$ cat config.mk
export PLATFORM = sky130hd
export DESIGN_NAME = hdma_controller
export DESIGN_NICKNAME = d
export VERILOG_FILES = /design/src/rtl/video_pkg.sv /design/src/rtl/hdma_byte_engine.sv /design/src/rtl/hdma_controller.sv
export SDC_FILE = /design/constraint.sdc
export NUM_CORES = 1
export LEC_CHECK = 0
export ABC_AREA = 0
export BUFFER_PORTS_ARGS = -buffer_cell sky130_fd_sc_hd__buf_2
export CAP_MARGIN = 10
export CORE_MARGIN = 3
export CORE_UTILIZATION = 45
export DETAILED_ROUTE_END_ITERATION = 8
export GPL_TIMING_DRIVEN = 0
export PLACE_DENSITY = 0.75
export SYNTH_ARGS = -nofsm -noshare
export SYNTH_HDL_FRONTEND = slang
export SYNTH_SLANG_ARGS = --single-unit
$ cat constraint.sdc
create_clock -name clk -period 6.9 [get_ports clk]
set_clock_uncertainty 0.15 [all_clocks]
set_input_delay 2.07 -clock clk [delete_from_list [all_inputs] [get_ports clk]]
set_output_delay 2.07 -clock clk [all_outputs]
set_load 0.05 [all_outputs]
$ cat src/rtl/video_pkg.sv
// Shared definitions for the video-side blocks: HDMA state encoding,
// PPU STAT mode values and the FF5x register offsets.
package video_pkg;

  localparam int BLOCK_BYTES = 16;

  typedef enum logic [1:0] {
    IDLE,
    GDMA_XFER,
    HDMA_WAIT,
    HDMA_XFER
  } hdma_state_t;

  localparam logic [1:0] MODE_HBLANK = 2'b00;
  localparam logic [1:0] MODE_VBLANK = 2'b01;
  localparam logic [1:0] MODE_OAM    = 2'b10;
  localparam logic [1:0] MODE_XFER   = 2'b11;

  localparam logic [3:0] HDMA1 = 4'h1;
  localparam logic [3:0] HDMA2 = 4'h2;
  localparam logic [3:0] HDMA3 = 4'h3;
  localparam logic [3:0] HDMA4 = 4'h4;
  localparam logic [3:0] HDMA5 = 4'h5;

endpackage

$ cat src/rtl/hdma_byte_engine.sv
// Two-cycle-per-byte copy engine: read strobe, then VRAM write of the
// returned byte. Holds the source/destination pointers and counts bytes.
module hdma_byte_engine
  import video_pkg::*;
(
  input  logic        clk,
  input  logic        reset,
  input  logic        run,
  input  logic        src_hi_we,
  input  logic        src_lo_we,
  input  logic        dst_hi_we,
  input  logic        dst_lo_we,
  input  logic [7:0]  load_data,
  input  logic [7:0]  src_data,
  output logic        src_rd,
  output logic [15:0] src_addr,
  output logic        vram_wr,
  output logic [12:0] vram_addr,
  output logic [7:0]  vram_di,
  output logic        block_done,
  output logic        dst_wrap
);

  localparam logic [3:0] LAST_BYTE = 4'(BLOCK_BYTES - 1);

  logic        phase;
  logic [3:0]  byte_cnt;
  logic [15:0] src;
  logic [12:0] dst;

  // Pointers are only loadable while stopped; low nibbles are block-aligned.
  always_ff @(posedge clk) begin
    if (reset) begin
      phase    <= 1'b0;
      byte_cnt <= 4'd0;
      src      <= 16'h0000;
      dst      <= 13'h0000;
    end else if (run) begin
      phase <= ~phase;
      if (phase) begin
        src      <= src + 16'd1;
        dst      <= dst + 13'd1;
        byte_cnt <= byte_cnt + 4'd1;
      end
    end else begin
      phase    <= 1'b0;
      byte_cnt <= 4'd0;
      if (src_hi_we) src[15:8] <= load_data;
      if (src_lo_we) src[7:0]  <= {load_data[7:4], 4'h0};
      if (dst_hi_we) dst[12:8] <= load_data[4:0];
      if (dst_lo_we) dst[7:0]  <= {load_data[7:4], 4'h0};
    end
  end

  assign src_rd     = run & ~phase;
  assign src_addr   = src;
  assign vram_wr    = run & phase;
  assign vram_addr  = dst;
  assign vram_di    = src_data;
  assign block_done = vram_wr && (byte_cnt == LAST_BYTE);
  assign dst_wrap   = block_done && (dst == 13'h1FFF);

endmodule

$ cat src/rtl/hdma_controller.sv
// CGB VRAM DMA controller (FF51-FF55): general-purpose and HBlank-paced
// block copies from CPU space into VRAM, stalling the CPU while copying.
module hdma_controller
  import video_pkg::*;
(
  input  logic        clk,
  input  logic        reset,
  input  logic        cgb_mode,
  input  logic        cpu_sel_reg,
  input  logic [3:0]  cpu_addr,
  input  logic        cpu_wr,
  input  logic [7:0]  cpu_di,
  output logic [7:0]  cpu_do,
  input  logic        lcd_on,
  input  logic [1:0]  ppu_mode,
  output logic        dma_busy,
  output logic        src_rd,
  output logic [15:0] src_addr,
  input  logic [7:0]  src_data,
  output logic        vram_wr,
  output logic [12:0] vram_addr,
  output logic [7:0]  vram_di
);

  hdma_state_t state;
  logic [7:0]  blocks_left;
  logic        stop_req;
  logic        status_valid;
  logic [1:0]  prev_mode;

  logic        reg_wr, idle_wr, wr55, stop_wr;
  logic        xfer, hdma_active, hblank_edge, run;
  logic        block_done, dst_wrap;
  logic [7:0]  blocks_rem;

  assign reg_wr      = cgb_mode & cpu_sel_reg & cpu_wr;
  assign idle_wr     = reg_wr && (state == IDLE);
  assign wr55        = reg_wr && (cpu_addr == HDMA5);
  assign stop_wr     = wr55 && !cpu_di[7];
  assign xfer        = (state == GDMA_XFER) || (state == HDMA_XFER);
  assign hdma_active = (state == HDMA_WAIT) || (state == HDMA_XFER);
  assign hblank_edge = lcd_on && (prev_mode == MODE_XFER) && (ppu_mode == MODE_HBLANK);
  assign blocks_rem  = blocks_left - 8'd1;
  assign dma_busy    = xfer;
  // Gating with reset kills the strobes in the very cycle reset is raised.
  assign run         = xfer && !reset;

  always_ff @(posedge clk) begin
    if (reset) begin
      state        <= IDLE;
      blocks_left  <= 8'd0;
      stop_req     <= 1'b0;
      status_valid <= 1'b0;
      prev_mode    <= MODE_HBLANK;
    end else begin
      prev_mode <= ppu_mode;
      case (state)
        IDLE: begin
          if (wr55) begin
            blocks_left  <= {1'b0, cpu_di[6:0]} + 8'd1;
            status_valid <= 1'b1;
            stop_req     <= 1'b0;
            if (!cpu_di[7])   state <= GDMA_XFER;
            else if (lcd_on)  state <= HDMA_WAIT;
            else              state <= HDMA_XFER;
          end
        end
        GDMA_XFER: begin
          if (block_done) begin
            blocks_left <= blocks_rem;
            if (blocks_rem == 8'd0 || dst_wrap) begin
              state        <= IDLE;
              status_valid <= 1'b0;
            end
          end
        end
        HDMA_WAIT: begin
          if (stop_wr)          state <= IDLE;
          else if (hblank_edge) state <= HDMA_XFER;
        end
        HDMA_XFER: begin
          if (stop_wr) stop_req <= 1'b1;
          if (block_done) begin
            blocks_left <= blocks_rem;
            if (blocks_rem == 8'd0 || dst_wrap) begin
              state        <= IDLE;
              status_valid <= 1'b0;
            end else if (stop_req || stop_wr) begin
              state <= IDLE;
            end else begin
              state <= HDMA_WAIT;
            end
          end
        end
        default: state <= IDLE;
      endcase
    end
  end

  // Only FF55 reports status, and only after a start that has not completed.
  always_comb begin
    cpu_do = 8'hFF;
    if (cgb_mode && cpu_sel_reg && cpu_addr == HDMA5 && status_valid)
      cpu_do = {~hdma_active, blocks_rem[6:0]};
  end

  hdma_byte_engine u_engine (
    .clk        (clk),
    .reset      (reset),
    .run        (run),
    .src_hi_we  (idle_wr && cpu_addr == HDMA1),
    .src_lo_we  (idle_wr && cpu_addr == HDMA2),
    .dst_hi_we  (idle_wr && cpu_addr == HDMA3),
    .dst_lo_we  (idle_wr && cpu_addr == HDMA4),
    .load_data  (cpu_di),
    .src_data   (src_data),
    .src_rd     (src_rd),
    .src_addr   (src_addr),
    .vram_wr    (vram_wr),
    .vram_addr  (vram_addr),
    .vram_di    (vram_di),
    .block_done (block_done),
    .dst_wrap   (dst_wrap)
  );

endmodule
==> results.md <==
- EDFF count, synth: 0
- Layout cell share with drive strength beyond 1: 20.71%
- Crit share post-route: 82.63%
- Met2 WL: 4.002 mm
- Vias in the first global route: 3,009
- Crit Path Class: input port to output port
- Fin Setup TNS: 0 ps
- Hold Crit Class: flop to flop
- Most frequent CP cell: buf_2
- Switching Fraction: 25.48%
- Via Count: 3,322
- Sequential area share after synthesis: 32.16%
- Synth top area cells: dfxtp_1, nand2_1, nor2_1
- Root Driver: clkbuf_8
- Syn Area/Cell: 7.396 um^2
- Cell Count, Final, Fillers Out: 555
- Dpl cells: 547
- Clock Latency Late Sink: 320 ps
- Die area: 7654 um^2
- Setup bufs post-CTS: 0
- Drt first pass iters: 5
- Final hold vios: 0
- Layout area overhead: 18.01%
- Top-area cell type share of the netlist area: 32.16%
- Metal3 WL: 770 um
- Crit start category: input port
- CTS H-tree depth: 2
- Routability cong.: 0.9148
- Highest metal used: met4
- Post-synth ARST share: 0%
- Worst Path Buf+Inv: 3
- Setup-failing EPs final: 0
- Int Power: 404.9 uW
- Reg clk slew, reported paths: 80 ps
- Psw: 138.5 uW
- GR Overflow Total: 0
- Max-cap violations: 0
- Comb pwr share: 10.1%
- Top-count cell post-synth: nand2_1
- DP Wirelength: 6.587 mm
- Reg power frac: 51.6%
- I/O pins: 76
- Clk pwr share: 38.3%
- DRC Markers: 0
- Synth Flop Type: dfxtp_1
- Worst reg2reg startpoint: blocks_left[0]
- CTS resizes: 0
- GR Util All Layers: 23.84%
- Wl on met1: 3.860 mm
- Diode count: 0
- Critical Path Source: cpu_addr[0]
- Syn nets: 438
- Top cells by count, synth: nand2_1, dfxtp_1, nor2_1
- WHS: 339.1 ps
- #FFs+latches synth: 48
- Final Util: 55.21%
- Vias per cell: 5.986
- LEAKAGE: 1.408 nW
- Critical-path maximum fanout: 8
- Mapped Area: 2988 um^2
- Status: completed
- # nets final: 511
- Critical Path Max Stage Delay: 450 ps
- Data arrival at the endpoint of the critical path: 3480 ps
- Critical Path RT: 4680 ps
- Clk buf depth: 2
- Largest net degree at the start of global routing: 16
- Port buffer count: 66
- Top delay family on crit path: simple AND/OR/NAND/NOR gates
- Max-slew violations: 0
- Cts hold-fix bufs: 0
- WL per Instance: 15.94 um
- Filler Cells Inserted: 620
- Worst hold start: blocks_left[7]
- Worst path slowest cell: nor4bb_1
- CTS tree: built
- Power Dens Cells: 154.1 nW/um^2
- Worst Tran Pin Value: 867.0 ps
- Total Power: 543.3 uW
- RSZ-0062 raised after global routing: false
- Warning count from the yosys run: 0
- Die Wd: 87.49 um
- CTS Sinks: 48
- Critical path cell sequence: buf_2 > nor4bb_1 > and4_1 > clkbuf_1 > nand2_1 > buf_2
- Gate count of the mapped netlist: 404
- Tmin final: 5701 ps
- Initial core utilization: 46.79%
- F_max: 175.4 MHz
- Die Ht: 87.49 um
- Clock buffer count from CTS: 5
- Worst vdd ir: 101.7 uV
- Remaining antenna violation count after routing: 0
- Core area: 6386 um^2
- Distinct cells, synth: 57
- Initial antenna violation count: 0
- First-pass GRT wire length: 14.55 mm
- Rows: 29
- WL final: 8.844 mm
- Drt first-iter violations: 215
- Worst setup EP type: output port
- Leading area contributor after synthesis: dfxtp_1
- Slew margin rel.: 41.67%
-- through the flow --
step                      instance area [um^2]  setup slack [ps]
after global placement                    3415              1194
after CTS                                 3526              1193
after detailed placement                  3415              1198
after global routing                      3526              1006
final                                     3526              1199
after floorplan                           2988              1473
-- registers in the layout, summed over array words and instances (netlist names) --
name and cells:
stop_req 1, u_engine.src_addr 16, u_engine.byte_cnt 4, blocks_left 8, status_valid 1, u_engine.vram_addr 13, state 2, prev_mode 2
u_engine.phase 1
-- final cells by class --
class,count,area (um^2),area share (%)
multi-input combinational,318,1848,52.41
sequential,48,960.9,27.25
timing repair buffer,66,330.3,9.368
buffer,28,141.4,4.010
tap,77,96.34,2.732
clock buffer,5,68.82,1.952
clock inverter,3,42.54,1.207
inverter,10,37.54,1.065
-- cells in the final DEF, fill, tap and decap left out, types with 2 or more instances in the layout --
cell type	n
or3_1	4
nand3_1	17
buf_2	71
dfxtp_1	48
and4_1	3
and2_1	5
a21o_1	2
and3_1	7
a21oi_1	32
nor2b_1	5
o21ai_0	23
o221a_2	3
xor2_1	11
o22ai_1	7
or4_4	2
inv_1	8
o21bai_1	3
mux2i_1	3
nor2_1	43
o31ai_1	2
clkbuf_8	5
nor3_1	16
and2b_1	2
or2_2	2
nand2b_1	3
xnor2_1	5
a22oi_1	6
nor3b_1	4
nand2_1	51
o21a_1	3
clkbuf_1	15
nand4_1	10
buf_4	8
ha_1	6
nor4_1	5
a31oi_1	8
a211oi_1	6
-- cell families after synthesis --
kind of cell	Yosys count	share of synthesized area [%]
AO/OA/AOI/OAI	106	22.24
XOR/XNOR	16	4.690
adder cells (fa/ha/maj)	6	2.512
buffers and inverters	38	5.988
flip-flops	48	32.16
multiplexers	3	1.005
AND/OR/NAND/NOR	187	31.41
-- worst paths after layout --
kind / end / slack (ps) / cells past startpoint
setup / recovery: cpu_do[6] / 1200 / 6
hold / removal: blocks_left[7] / 340 / 2
hold reg to reg: blocks_left[7] / 340 / 2
setup reg to reg: state[1] / 4460 / 8
-- layer usage --
metal  vias to the layer above  GRT usage, %
met4                         0         8.508
met3                        22         4.541
met1                      1541         32.32
li1                       1600             -
met2                       159         37.60
met5                         -             0
-- power groups by stage --
| stage | Combinational [mW] | Clock [mW] | Sequential, mW |
|---|---|---|---|
| 6_report | 0.0547 | 0.208 | 0.281 |
| 5_1_grt | 0.0594 | 0.222 | 0.281 |
| 4_1_cts | 0.0542 | 0.211 | 0.281 |
| 3_5_place_dp | 0.0540 | 0 | 0.287 |
| 3_3_place_gp | 0.0533 | 0 | 0.287 |
| 2_1_floorplan | 0.0328 | 0 | 0.288 |
-- worst min-delay path, cell delays in order, from the launching register on --
cell and delay [ps]:
dfxtp_1 340, nand2_1 60, a21oi_1 50
Power figures use the tool's default switching activity.
